==> src/rtl/wiener_n_channels.sv <==
// N-channel block-adaptive Wiener denoiser: buffers one block, derives per-channel
// mean/variance and a gain with a shared serial divider, then replays the filtered block.

module wiener_lane #(
    parameter int CH_WIDTH  = 8,
    parameter int GAIN_FRAC = 8
) (
    input  logic [CH_WIDTH-1:0]  x,
    input  logic [CH_WIDTH-1:0]  mean,
    input  logic [GAIN_FRAC:0]   gain,
    input  logic                 bypass,
    output logic [CH_WIDTH-1:0]  y
);
    localparam int PW = CH_WIDTH + GAIN_FRAC + 3;
    localparam logic signed [PW-1:0] Y_MAX = PW'((1 << CH_WIDTH) - 1);

    logic signed [PW-1:0] diff, prod, yy;

    always_comb begin
        diff = $signed({{(PW-CH_WIDTH){1'b0}}, x}) - $signed({{(PW-CH_WIDTH){1'b0}}, mean});
        prod = diff * $signed({{(PW-GAIN_FRAC-1){1'b0}}, gain});
        yy   = $signed({{(PW-CH_WIDTH){1'b0}}, mean}) + (prod >>> GAIN_FRAC);
        if (bypass)         y = x;
        else if (yy[PW-1])  y = '0;
        else if (yy > Y_MAX) y = '1;
        else                y = yy[CH_WIDTH-1:0];
    end
endmodule

module wiener_n_channels #(
    parameter int CHANNELS      = 3,
    parameter int CH_WIDTH      = 8,
    parameter int TOTAL_SAMPLES = 64,
    parameter int GAIN_FRAC     = 8
) (
    input  logic                         clk,
    input  logic                         rst_n,
    input  logic                         start_of_frame,
    input  logic                         start_data,
    input  logic                         in_valid,
    output logic                         in_ready,
    input  logic [CHANNELS*CH_WIDTH-1:0] data_in,
    input  logic [2*CH_WIDTH-1:0]        noise_variance,
    input  logic [CHANNELS-1:0]          bypass_mask,
    output logic                         out_valid,
    output logic [CHANNELS*CH_WIDTH-1:0] data_out,
    output logic [31:0]                  data_count,
    output logic                         err_framing
);
    localparam int DW    = CHANNELS * CH_WIDTH;
    localparam int LOG2N = $clog2(TOTAL_SAMPLES);
    localparam int SW    = CH_WIDTH + LOG2N;
    localparam int QW    = 2 * CH_WIDTH + LOG2N;
    localparam int VW    = 2 * CH_WIDTH;
    localparam int GW    = GAIN_FRAC + 1;
    localparam int BW    = $clog2(GAIN_FRAC + 1);
    localparam int CW    = (CHANNELS > 1) ? $clog2(CHANNELS) : 1;
    localparam logic [LOG2N-1:0] LAST_IDX = LOG2N'(TOTAL_SAMPLES - 1);
    localparam logic [BW-1:0]    LAST_BIT = BW'(GAIN_FRAC);
    localparam logic [CW-1:0]    LAST_CH  = CW'(CHANNELS - 1);
    localparam logic [GW-1:0]    GAIN_ONE = GW'(2 ** GAIN_FRAC);

    typedef enum logic [1:0] {COLLECT, STATS, DIVIDE, OUTPUT} state_t;
    state_t state, state_nx;

    logic                 armed, accept, take, sample_start, last_sample;
    logic [LOG2N-1:0]     wr_idx, wr_addr, out_idx, rd_idx;
    logic [DW-1:0]        mem [TOTAL_SAMPLES];
    logic [DW-1:0]        rd_pix, y_pix;

    logic [CHANNELS-1:0][CH_WIDTH-1:0] mean_s, mean_q;
    logic [CHANNELS-1:0][VW-1:0]       var_s, var_q, sv_s, sv_q;
    logic [CHANNELS-1:0]               byp_q;
    logic [CHANNELS-1:0][GW-1:0]       gain_q, gain_nx;

    logic [CW-1:0]  div_ch;
    logic [BW-1:0]  div_bit;
    logic [VW-1:0]  rem, d_var, d_sv, r_prev;
    logic [VW:0]    r_sh, r_sub;
    logic [GW-1:0]  quo, q_base, q_nx;
    logic           q_bit, bit_last, div_done, emit;

    assign in_ready     = (state == COLLECT);
    assign accept       = in_valid && in_ready;
    assign sample_start = accept && start_data;
    assign take         = sample_start || (accept && armed);
    assign wr_addr      = sample_start ? '0 : wr_idx;
    assign last_sample  = take && (wr_addr == LAST_IDX);

    assign bit_last = (div_bit == LAST_BIT);
    assign div_done = (state == DIVIDE) && bit_last && (div_ch == LAST_CH);
    assign emit     = div_done || ((state == OUTPUT) && (out_idx != LAST_IDX));
    assign rd_idx   = (state == OUTPUT) ? out_idx + LOG2N'(1) : '0;

    always_ff @(posedge clk) begin
        if (take) mem[wr_addr] <= data_in;
    end
    assign rd_pix = mem[rd_idx];

    for (genvar c = 0; c < CHANNELS; c++) begin : g_ch
        logic [CH_WIDTH-1:0] x;
        logic [VW-1:0]       x2, msq, m2;
        logic [SW-1:0]       acc_sum;
        logic [QW-1:0]       acc_sq;

        assign x  = data_in[c*CH_WIDTH +: CH_WIDTH];
        assign x2 = {{CH_WIDTH{1'b0}}, x} * {{CH_WIDTH{1'b0}}, x};

        always_ff @(posedge clk or negedge rst_n) begin
            if (!rst_n) begin
                acc_sum <= '0;
                acc_sq  <= '0;
            end else if (take) begin
                if (wr_addr == '0) begin
                    acc_sum <= {{LOG2N{1'b0}}, x};
                    acc_sq  <= {{LOG2N{1'b0}}, x2};
                end else begin
                    acc_sum <= acc_sum + {{LOG2N{1'b0}}, x};
                    acc_sq  <= acc_sq + {{LOG2N{1'b0}}, x2};
                end
            end
        end

        assign mean_s[c] = acc_sum[SW-1:LOG2N];
        assign msq       = acc_sq[QW-1:LOG2N];
        assign m2        = {{CH_WIDTH{1'b0}}, mean_s[c]} * {{CH_WIDTH{1'b0}}, mean_s[c]};
        assign var_s[c]  = (msq > m2) ? msq - m2 : '0;
        assign sv_s[c]   = (var_s[c] > noise_variance) ? var_s[c] - noise_variance : '0;

        wiener_lane #(.CH_WIDTH(CH_WIDTH), .GAIN_FRAC(GAIN_FRAC)) u_lane (
            .x      (rd_pix[c*CH_WIDTH +: CH_WIDTH]),
            .mean   (mean_q[c]),
            .gain   (gain_nx[c]),
            .bypass (byp_q[c]),
            .y      (y_pix[c*CH_WIDTH +: CH_WIDTH])
        );
    end

    // Only GAIN_FRAC+1 quotient bits exist because sv <= var, so the remainder
    // starts at sv>>1 and the single dividend bit shifted in is sv[0].
    always_comb begin
        d_var   = var_q[div_ch];
        d_sv    = sv_q[div_ch];
        r_prev  = (div_bit == '0) ? (d_sv >> 1) : rem;
        r_sh    = {r_prev, (div_bit == '0) ? d_sv[0] : 1'b0};
        q_bit   = (r_sh >= {1'b0, d_var});
        r_sub   = q_bit ? r_sh - {1'b0, d_var} : r_sh;
        q_base  = (div_bit == '0) ? '0 : quo;
        q_nx    = {q_base[GW-2:0], q_bit};
        gain_nx = gain_q;
        if ((state == DIVIDE) && bit_last)
            gain_nx[div_ch] = (d_var == '0) ? '0 : ((q_nx > GAIN_ONE) ? GAIN_ONE : q_nx);
    end

    always_ff @(posedge clk or negedge rst_n) begin
        if (!rst_n) state <= COLLECT;
        else        state <= state_nx;
    end

    always_comb begin
        state_nx = state;
        case (state)
            COLLECT: if (last_sample) state_nx = STATS;
            STATS:   state_nx = DIVIDE;
            DIVIDE:  if (div_done) state_nx = OUTPUT;
            OUTPUT:  if (out_idx == LAST_IDX) state_nx = COLLECT;
            default: state_nx = COLLECT;
        endcase
    end

    always_ff @(posedge clk or negedge rst_n) begin
        if (!rst_n) begin
            armed <= 1'b0;      wr_idx <= '0;     err_framing <= 1'b0;
            mean_q <= '0;       var_q <= '0;      sv_q <= '0;        byp_q <= '0;
            div_ch <= '0;       div_bit <= '0;    rem <= '0;         quo <= '0;
            gain_q <= '0;       out_idx <= '0;    out_valid <= 1'b0; data_out <= '0;
            data_count <= '0;
        end else begin
            if (take) wr_idx <= wr_addr + LOG2N'(1);
            if (sample_start) armed <= 1'b1;
            if (start_of_frame) err_framing <= 1'b0;
            if (sample_start && (wr_idx != '0)) err_framing <= 1'b1;

            if (state == STATS) begin
                mean_q <= mean_s;
                var_q  <= var_s;
                sv_q   <= sv_s;
                byp_q  <= bypass_mask;
            end

            if (state == DIVIDE) begin
                rem <= r_sub[VW-1:0];
                quo <= q_nx;
                if (bit_last) begin
                    div_bit <= '0;
                    div_ch  <= (div_ch == LAST_CH) ? '0 : div_ch + CW'(1);
                end else begin
                    div_bit <= div_bit + BW'(1);
                end
            end else begin
                div_ch  <= '0;
                div_bit <= '0;
            end
            gain_q <= gain_nx;

            out_valid <= emit;
            data_out  <= emit ? y_pix : '0;
            if (emit) out_idx <= rd_idx;

            if (start_of_frame) data_count <= {31'd0, out_valid};
            else if (out_valid) data_count <= data_count + 32'd1;
        end
    end
endmodule

==> config.mk <==
export PLATFORM = sky130hd
export DESIGN_NAME = wiener_n_channels
export DESIGN_NICKNAME = d
export VERILOG_FILES = /design/src/rtl/wiener_n_channels.sv
export SDC_FILE = /design/constraint.sdc
export NUM_CORES = 2
export LEC_CHECK = 0
export CAP_MARGIN = 15
export CORE_AREA = 8 8 618 620
export DETAILED_ROUTE_END_ITERATION = 16
export DIE_AREA = 0 0 626 628
export PLACE_DENSITY = 0.41
export SETUP_SLACK_MARGIN = 0.2
export SLEW_MARGIN = 10
export SYNTH_ARGS = -nofsm -noshare
export SYNTH_HDL_FRONTEND = slang
export SYNTH_HIERARCHICAL = 1
export SYNTH_SLANG_ARGS = --single-unit
==> constraint.sdc <==
create_clock -name clk -period 24.3 [get_ports clk]
set_input_delay 4.86 -clock clk [delete_from_list [all_inputs] [get_ports clk]]
set_output_delay 4.86 -clock clk [all_outputs]
set_load 0.01 [all_outputs]
# Word level (Yosys, flattened, before mapping)
# Memories as Yosys holds them, arrays and structs flattened.
# Cells that the tools add are included.
# word_totals
register_bits	361
latchBits	0
ramBits	1536
mem_bits_ro	0
input_bits	48
out_inout_bits	59
wordCells	162
mem_count	1
# classes
n_addsub	24
multipliers	9
div_mod_pow	0
order_cmp	13
eq_ne	12
shifts	0
muxes	53
bitwise_logic	0
reduce_logical	19
# memory_table
memory	depth	width	read_ports	rd_clocked_by_memory_dff	wr	line	source
mem	64	24	1	0	1	68	logic [DW-1:0] mem [TOTAL_SAMPLES];
# op_table
cell	count
two-way mux 16 bit	10
subtractor 16 bit	7
greater-than comparator 16 bit	6
multiplier 8 x 8 -> 16 bit	6
two-way mux 8 bit	10
adder 22 x 16 -> 22 bit	3
two-way mux 22 bit	3
binary-select mux 16 bit (select 2 bit)	2
two-way mux 32 bit	2
greater-than comparator 19 x 9 -> 1 bit (second input constant)	3
multiplier 9 x 10 -> 19 bit	3
adder 14 x 8 -> 14 bit	3
two-way mux 14 bit	3
adder 9 x 11 -> 12 bit	3
adder 32 x 1 -> 32 bit (second input constant)	1
bitwise mux 27 bit	1
two-way mux 27 bit	1
two-way mux 9 bit	3
subtractor 8 x 8 -> 9 bit	3
two-way mux 24 bit	1
demux 9 bit (select 2 bit)	1
>= comparator 17 x 16 -> 1 bit	1
zero test 16 bit	1
adder 6 x 1 -> 6 bit (second input constant)	2
other kinds (25)	51

# Depth between registers and ports, before layout
# logic_depth
ltp_word	16
ltp_mapped	51
mapped_depth_nobuf	46

# Modules after synthesis
# Netlist, hierarchy kept.
# by_module_without_submodules
mod	n_inst	cells_each	area_each_um2	seq_area_each_um2
wiener_n_channels	1	6818	92762.7	55157.9
wiener_lane (g_ch[2].u_lane)	1	428	3679.8	0.0
wiener_lane (g_ch[0].u_lane)	1	428	3669.8	0.0
wiener_lane (g_ch[1].u_lane)	1	414	3611.0	0.0

# Worst setup path after synthesis
# Ideal clock, no wire load.
# synth_timing
kind	register -> register
startpoint	reg state[0]
endpoint	reg data_out[13]
setup_ps	119
arrival_time_ps	10166
slack_ps	14015
path_stages_with_launch	42
n_path_buf	4
path_cell_list	dfrtp_1 > ha_1 > buf_2 > nor2b_4 > buf_6 > buf_2 > mux4_2 > mux4_2 > a22oi_1 > o221ai_1 > ha_1 > o21ai_1 > nand2b_1 > a21o_1 > a21o_1 > a21o_1 > a21oi_2 > mux2_1 > [... 6 more ...] > fa_1 > inv_1 > ha_1 > nor2b_1 > o21a_1 > nor2_1 > xnor2_1 > ha_1 > a21o_1 > a211oi_1 > o21ai_1 > o211a_1 > or2_1 > a2111o_1 > and3_1 > buf_6 > a221o_1 > and2_1
# synth_between
elab_chain_cells	11
word_cells_on_any_way	17
# synth_rtl
element	line	source
start, declared	64	state_t state, state_nx;
start signal, assigned	157	else state <= state_nx;
== test 2 bit (*)	93	assign rd_idx = (state == OUTPUT) ? out_idx + LOG2N'(1) : '0;
two-way mux 6 bit (*)	93	
memory read (64 x 24 bit) (*)	--	
via rd_pix[10]	69	logic [DW-1:0] rd_pix, y_pix;
subtractor 8 x 8 -> 9 bit (*)	20	diff = $signed({{(PW-CH_WIDTH){1'b0}}, x}) - $signed({{(PW-CH_WIDTH){1'b0}}, mean});
multiplier 9 x 10 -> 19 bit (*)	21	prod = diff * $signed({{(PW-GAIN_FRAC-1){1'b0}}, gain});
adder 9 x 11 -> 12 bit (*)	22	yy = $signed({{(PW-CH_WIDTH){1'b0}}, mean}) + (prod >>> GAIN_FRAC);
greater-than comparator 19 x 9 -> 1 bit	25	else if (yy > Y_MAX) y = '1;
two-way mux 8 bit	25	
two-way mux 8 bit (*)	24	else if (yy[PW-1]) y = '0;
two-way mux 8 bit (*)	23	if (bypass) y = x;
via y_pix[13]	69	
two-way mux 24 bit (*)	207	data_out <= emit ? y_pix : '0;
end signal, assigned	207	
end, declared	46	output logic [CHANNELS*CH_WIDTH-1:0] data_out,
# The timed path passes the listed nets; every way through them passes the cells marked *.
# A chain may end at the register's enable or synchronous reset.

# Worst setup path in the final report
# layout_timing
startpoint	reg out_idx[0]
endpoint	reg data_out[15]
# layout_between
elab_chain_cells	11
word_cells_on_any_way	14
# layout_rtl
element	line	source
start, declared	67	logic [LOG2N-1:0] wr_idx, wr_addr, out_idx, rd_idx;
start signal, assigned	208	if (emit) out_idx <= rd_idx;
adder 6 x 1 -> 6 bit (*)	93	
two-way mux 6 bit (*)	93	
memory read (64 x 24 bit) (*)	--	
via rd_pix[8]	69	
subtractor 8 x 8 -> 9 bit (*)	20	
multiplier 9 x 10 -> 19 bit (*)	21	
adder 9 x 11 -> 12 bit (*)	22	
greater-than comparator 19 x 9 -> 1 bit	25	
two-way mux 8 bit	25	
two-way mux 8 bit (*)	24	
two-way mux 8 bit (*)	23	
via y_pix[15]	69	
two-way mux 24 bit (*)	207	
# Marks and branches as above.

==> impl_metrics.ini <==
[setup_path]
worst-setup-path-type = flip-flop to flip-flop
worst_setup_path_start_kind = flip-flop
cp_slowest_stage_delay_ps = 750
cp-end-kind = flip-flop
timing.rr.end = data_out[15]$_DFF_PN0_
worst_ep_required_time_ps = 25020
ff2ff_path_depth = 43
path_max_fanout = 103
r2r_setup_slack_ps = 9390
setup.worst_path.start = out_idx[0]$_DFFE_PN0N_
cp_slowest_cell = buf_4
data_arrival_time_at_the_worst_slack_endpoint_ps = 15640
timing.critical_path.mode_cell = fa_1
r2r_start = out_idx[0]$_DFFE_PN0N_

[synthesis]
synth_sequential_area_ratio = 0.532
synth_cells = 8088
synth_enable_flop_cells = 1536
synth_area_sq_um = 104000
avgSynthCellArea_sq_um = 12.8
synth_warnings = 6
synth.ff_latch_count = 1897
async_reset_ff_frac = 0.190
synth_cell_type_count = 109
synth_top_flop_cell = edfxtp_1

[worst_hold_path]
hp-class = flip-flop to flip-flop
min_from = g_ch[0].acc_sum[0]$_DFFE_PN0P_
hold_path_end = g_ch[0].acc_sum[0]$_DFFE_PN0P_
hold-path-cell-count = 2

[cts]
holdBufCountCts = 0
clock_tree.buffer_depth = 4
postCtsSetupBuffers = 0
cts.sink_count = 1897
cts.htree.levels = 4
cts_buffers = 222
worst_skew_pair_latency_ps = 930
postCtsResizedCells = 0
clk_pin_slew_worst_paths_ps = 60
cts_tree = built
root_buffer = clkbuf_16

[global_routing]
global_route.overflow_total = 0
track_usage = 0.168
grt_max_degree = 127
grt_antenna_before_repair = 20
grt_pass1_vias = 68616
grt_first_pass_wirelength_mm = 493

[timing]
fin_skew_ps = 95.6
final_min_period_over_clock_period = 0.614
max_clk_rate_mhz = 67.1
final.hold.worst_slack_ps = 481
rsz0062_at_grt = false
setup_viol_count_final = 0
finalSetupTns_ps = 0
period_needed_ps = 14910
relSlewSlack = 0.158
maxSlewViolCount = 0
finalHoldViolations = 0
worstMarginPinSlew_ps = 1250

[power]
p_leak_nw = 44.1
fin_total_pwr_w = 0.00754
vdd_drop_max_mv = 0.0762
power.density_cell_area_nw_per_um2 = 63.9

[drt]
drt-initial-drc-count = 4772
wl_per_cell_um = 25.2
postRouteAntennaNets = 0
drt_drc_violations_left = 0
totalWireLength_mm = 338
route.detailed.vias_per_inst = 4.98
overall_via_count_from_detail_route = 66777
detailed_routing_iteration_count_for_the_pre_antenna_repair_pass = 5

[layout]
num-nets-final = 9184
top_library_cells_by_usage_in_the_layout_fill_and_taps_aside = edfxtp_1 (1536), ha_1 (576), inv_1 (558), nand2_1 (542), o21ai_0 (408)
area_delta_synth_final_pct = 13.8
multi_input_logic_area_sq_um = 45100
final_layout_size_suffix_gt1_frac = 0.119
fillCellCount = 36949
area.sequential_sq_um = 55200
layout.cells.most_common = edfxtp_1

[placed_design]
dpl.hpwl_mm = 219
portBuffers = 106
gp_congestion = 0.817

[floorplanning]
core_region_area_sq_um = 371000
fp.dieH_um = 628
die_width_um = 626
fp.dieArea_sq_um = 393000
initial_utilization = 0.279
rows = 224
io_pins = 107

[flow_run]
maxCapViolations = 0

[outcome]
result_of_the_run = finished clean
## layout make-up
type,count,area share
clock inverters,127,0.00968
well taps,4972,0.0527
inverters,560,0.0178
clock buffers,272,0.0490
diodes,6,0.000127
multi-input cells,5268,0.382
flip-flops and latches,1897,0.467
repair buffers,298,0.0213
## cells in the mapped netlist, types with 53 or more instances
cell type  instances  area, sq um
a221oi_1          68          596
nor2_1           454         1700
clkbuf_1         231          867
and2_1           229         1430
o22ai_1           87          544
mux4_2           225         5070
fa_1             310         6210
o2bb2ai_1         53          464
o21ai_0          409         2050
mux2_2            81          912
a21oi_1          337         1690
nor2b_1           71          444
nand2b_1         107          669
a211oi_1          68          510
xnor2_1          195         1710
nor3_1            97          485
buf_2             64          320
a31oi_1           53          332
o221ai_1          88          771
edfxtp_1        1536        46100
a21o_1            79          593
inv_1            558         2090
dfrtp_1          361         9030
nand2_1          547         2050
ha_1             579         7240
nand3_1          112          561
mux2i_1          259         2590
xor2_1           132         1160
## flip-flops by register name, summed over array words and instances, names as in the netlist
register,cells
wr_idx,6
div_ch,2
quo,8
sv_q,48
div_bit,4
var_q,48
state,2
data_count,32
out_valid,1
mem,1536
g_ch.acc_sq,66
byp_q,3
rem,16
gain_q,27
mean_q,24
err_framing,1
data_out,24
out_idx,6
g_ch.acc_sum,42
armed,1
## stage by stage
stage                     utilization  std cells  instance area (sq um)  worst slack [ps]
after floorplan                     -       8094                 104000             14020
after detailed placement        0.299      12995                 111000              9640
after global routing            0.318      13395                 118000              8470
final                           0.318      13400                 118000              9390
after CTS                       0.318      13394                 118000              9490
after global placement          0.299      12993                 111000              9620
## kinds of logic after synthesis
group                    after synthesis  synth area share
other                                  2         0.0000724
buffers and inverters                929            0.0370
AND/OR/NAND/NOR                     1848            0.0869
flip-flops                          1897             0.532
adder cells (fa/ha/maj)              889             0.130
XOR/XNOR                             327            0.0276
AO/OA/AOI/OAI                       1628             0.104
multiplexers                         568            0.0830
## critical path, delay by kind of cell (launching register included)
kind | cells | cell delay (ps)
compound gates | 13 | 3610
simple gates | 9 | 2210
fa+ha+maj | 9 | 3720
xor+xnor | 2 | 460
flops | 1 | 620
mux | 3 | 1350
buf+inv | 7 | 2420
## worst max-delay path by stage
stage | endpoint | slack, ps | cells past startpoint
2_1_floorplan | data_out[13]$_DFF_PN0_ | 14020 | 41
3_3_place_gp | data_out[15]$_DFF_PN0_ | 9620 | 43
3_5_place_dp | data_out[23]$_DFF_PN0_ | 9640 | 44
4_1_cts | data_out[14]$_DFF_PN0_ | 9490 | 44
5_1_grt | data_out[18]$_DFF_PN0_ | 8470 | 44
6_report | data_out[15]$_DFF_PN0_ | 9390 | 43
## report_power, final
part / internal (W) / switching [W]
combinational: 0.000299 / 0.000464
clock: 0.00184 / 0.00142
sequential: 0.00352 / 0.000000861
## layer usage
layer,vias to the layer above,global-route usage,wire length [um]
li1,30362,-,-
met1,34713,0.236,157000
met2,1340,0.279,159000
met3,354,0.0203,15500
met4,8,0.0320,6830
met5,-,0,60
No activity file was read; power rests on OpenSTA's default activity.
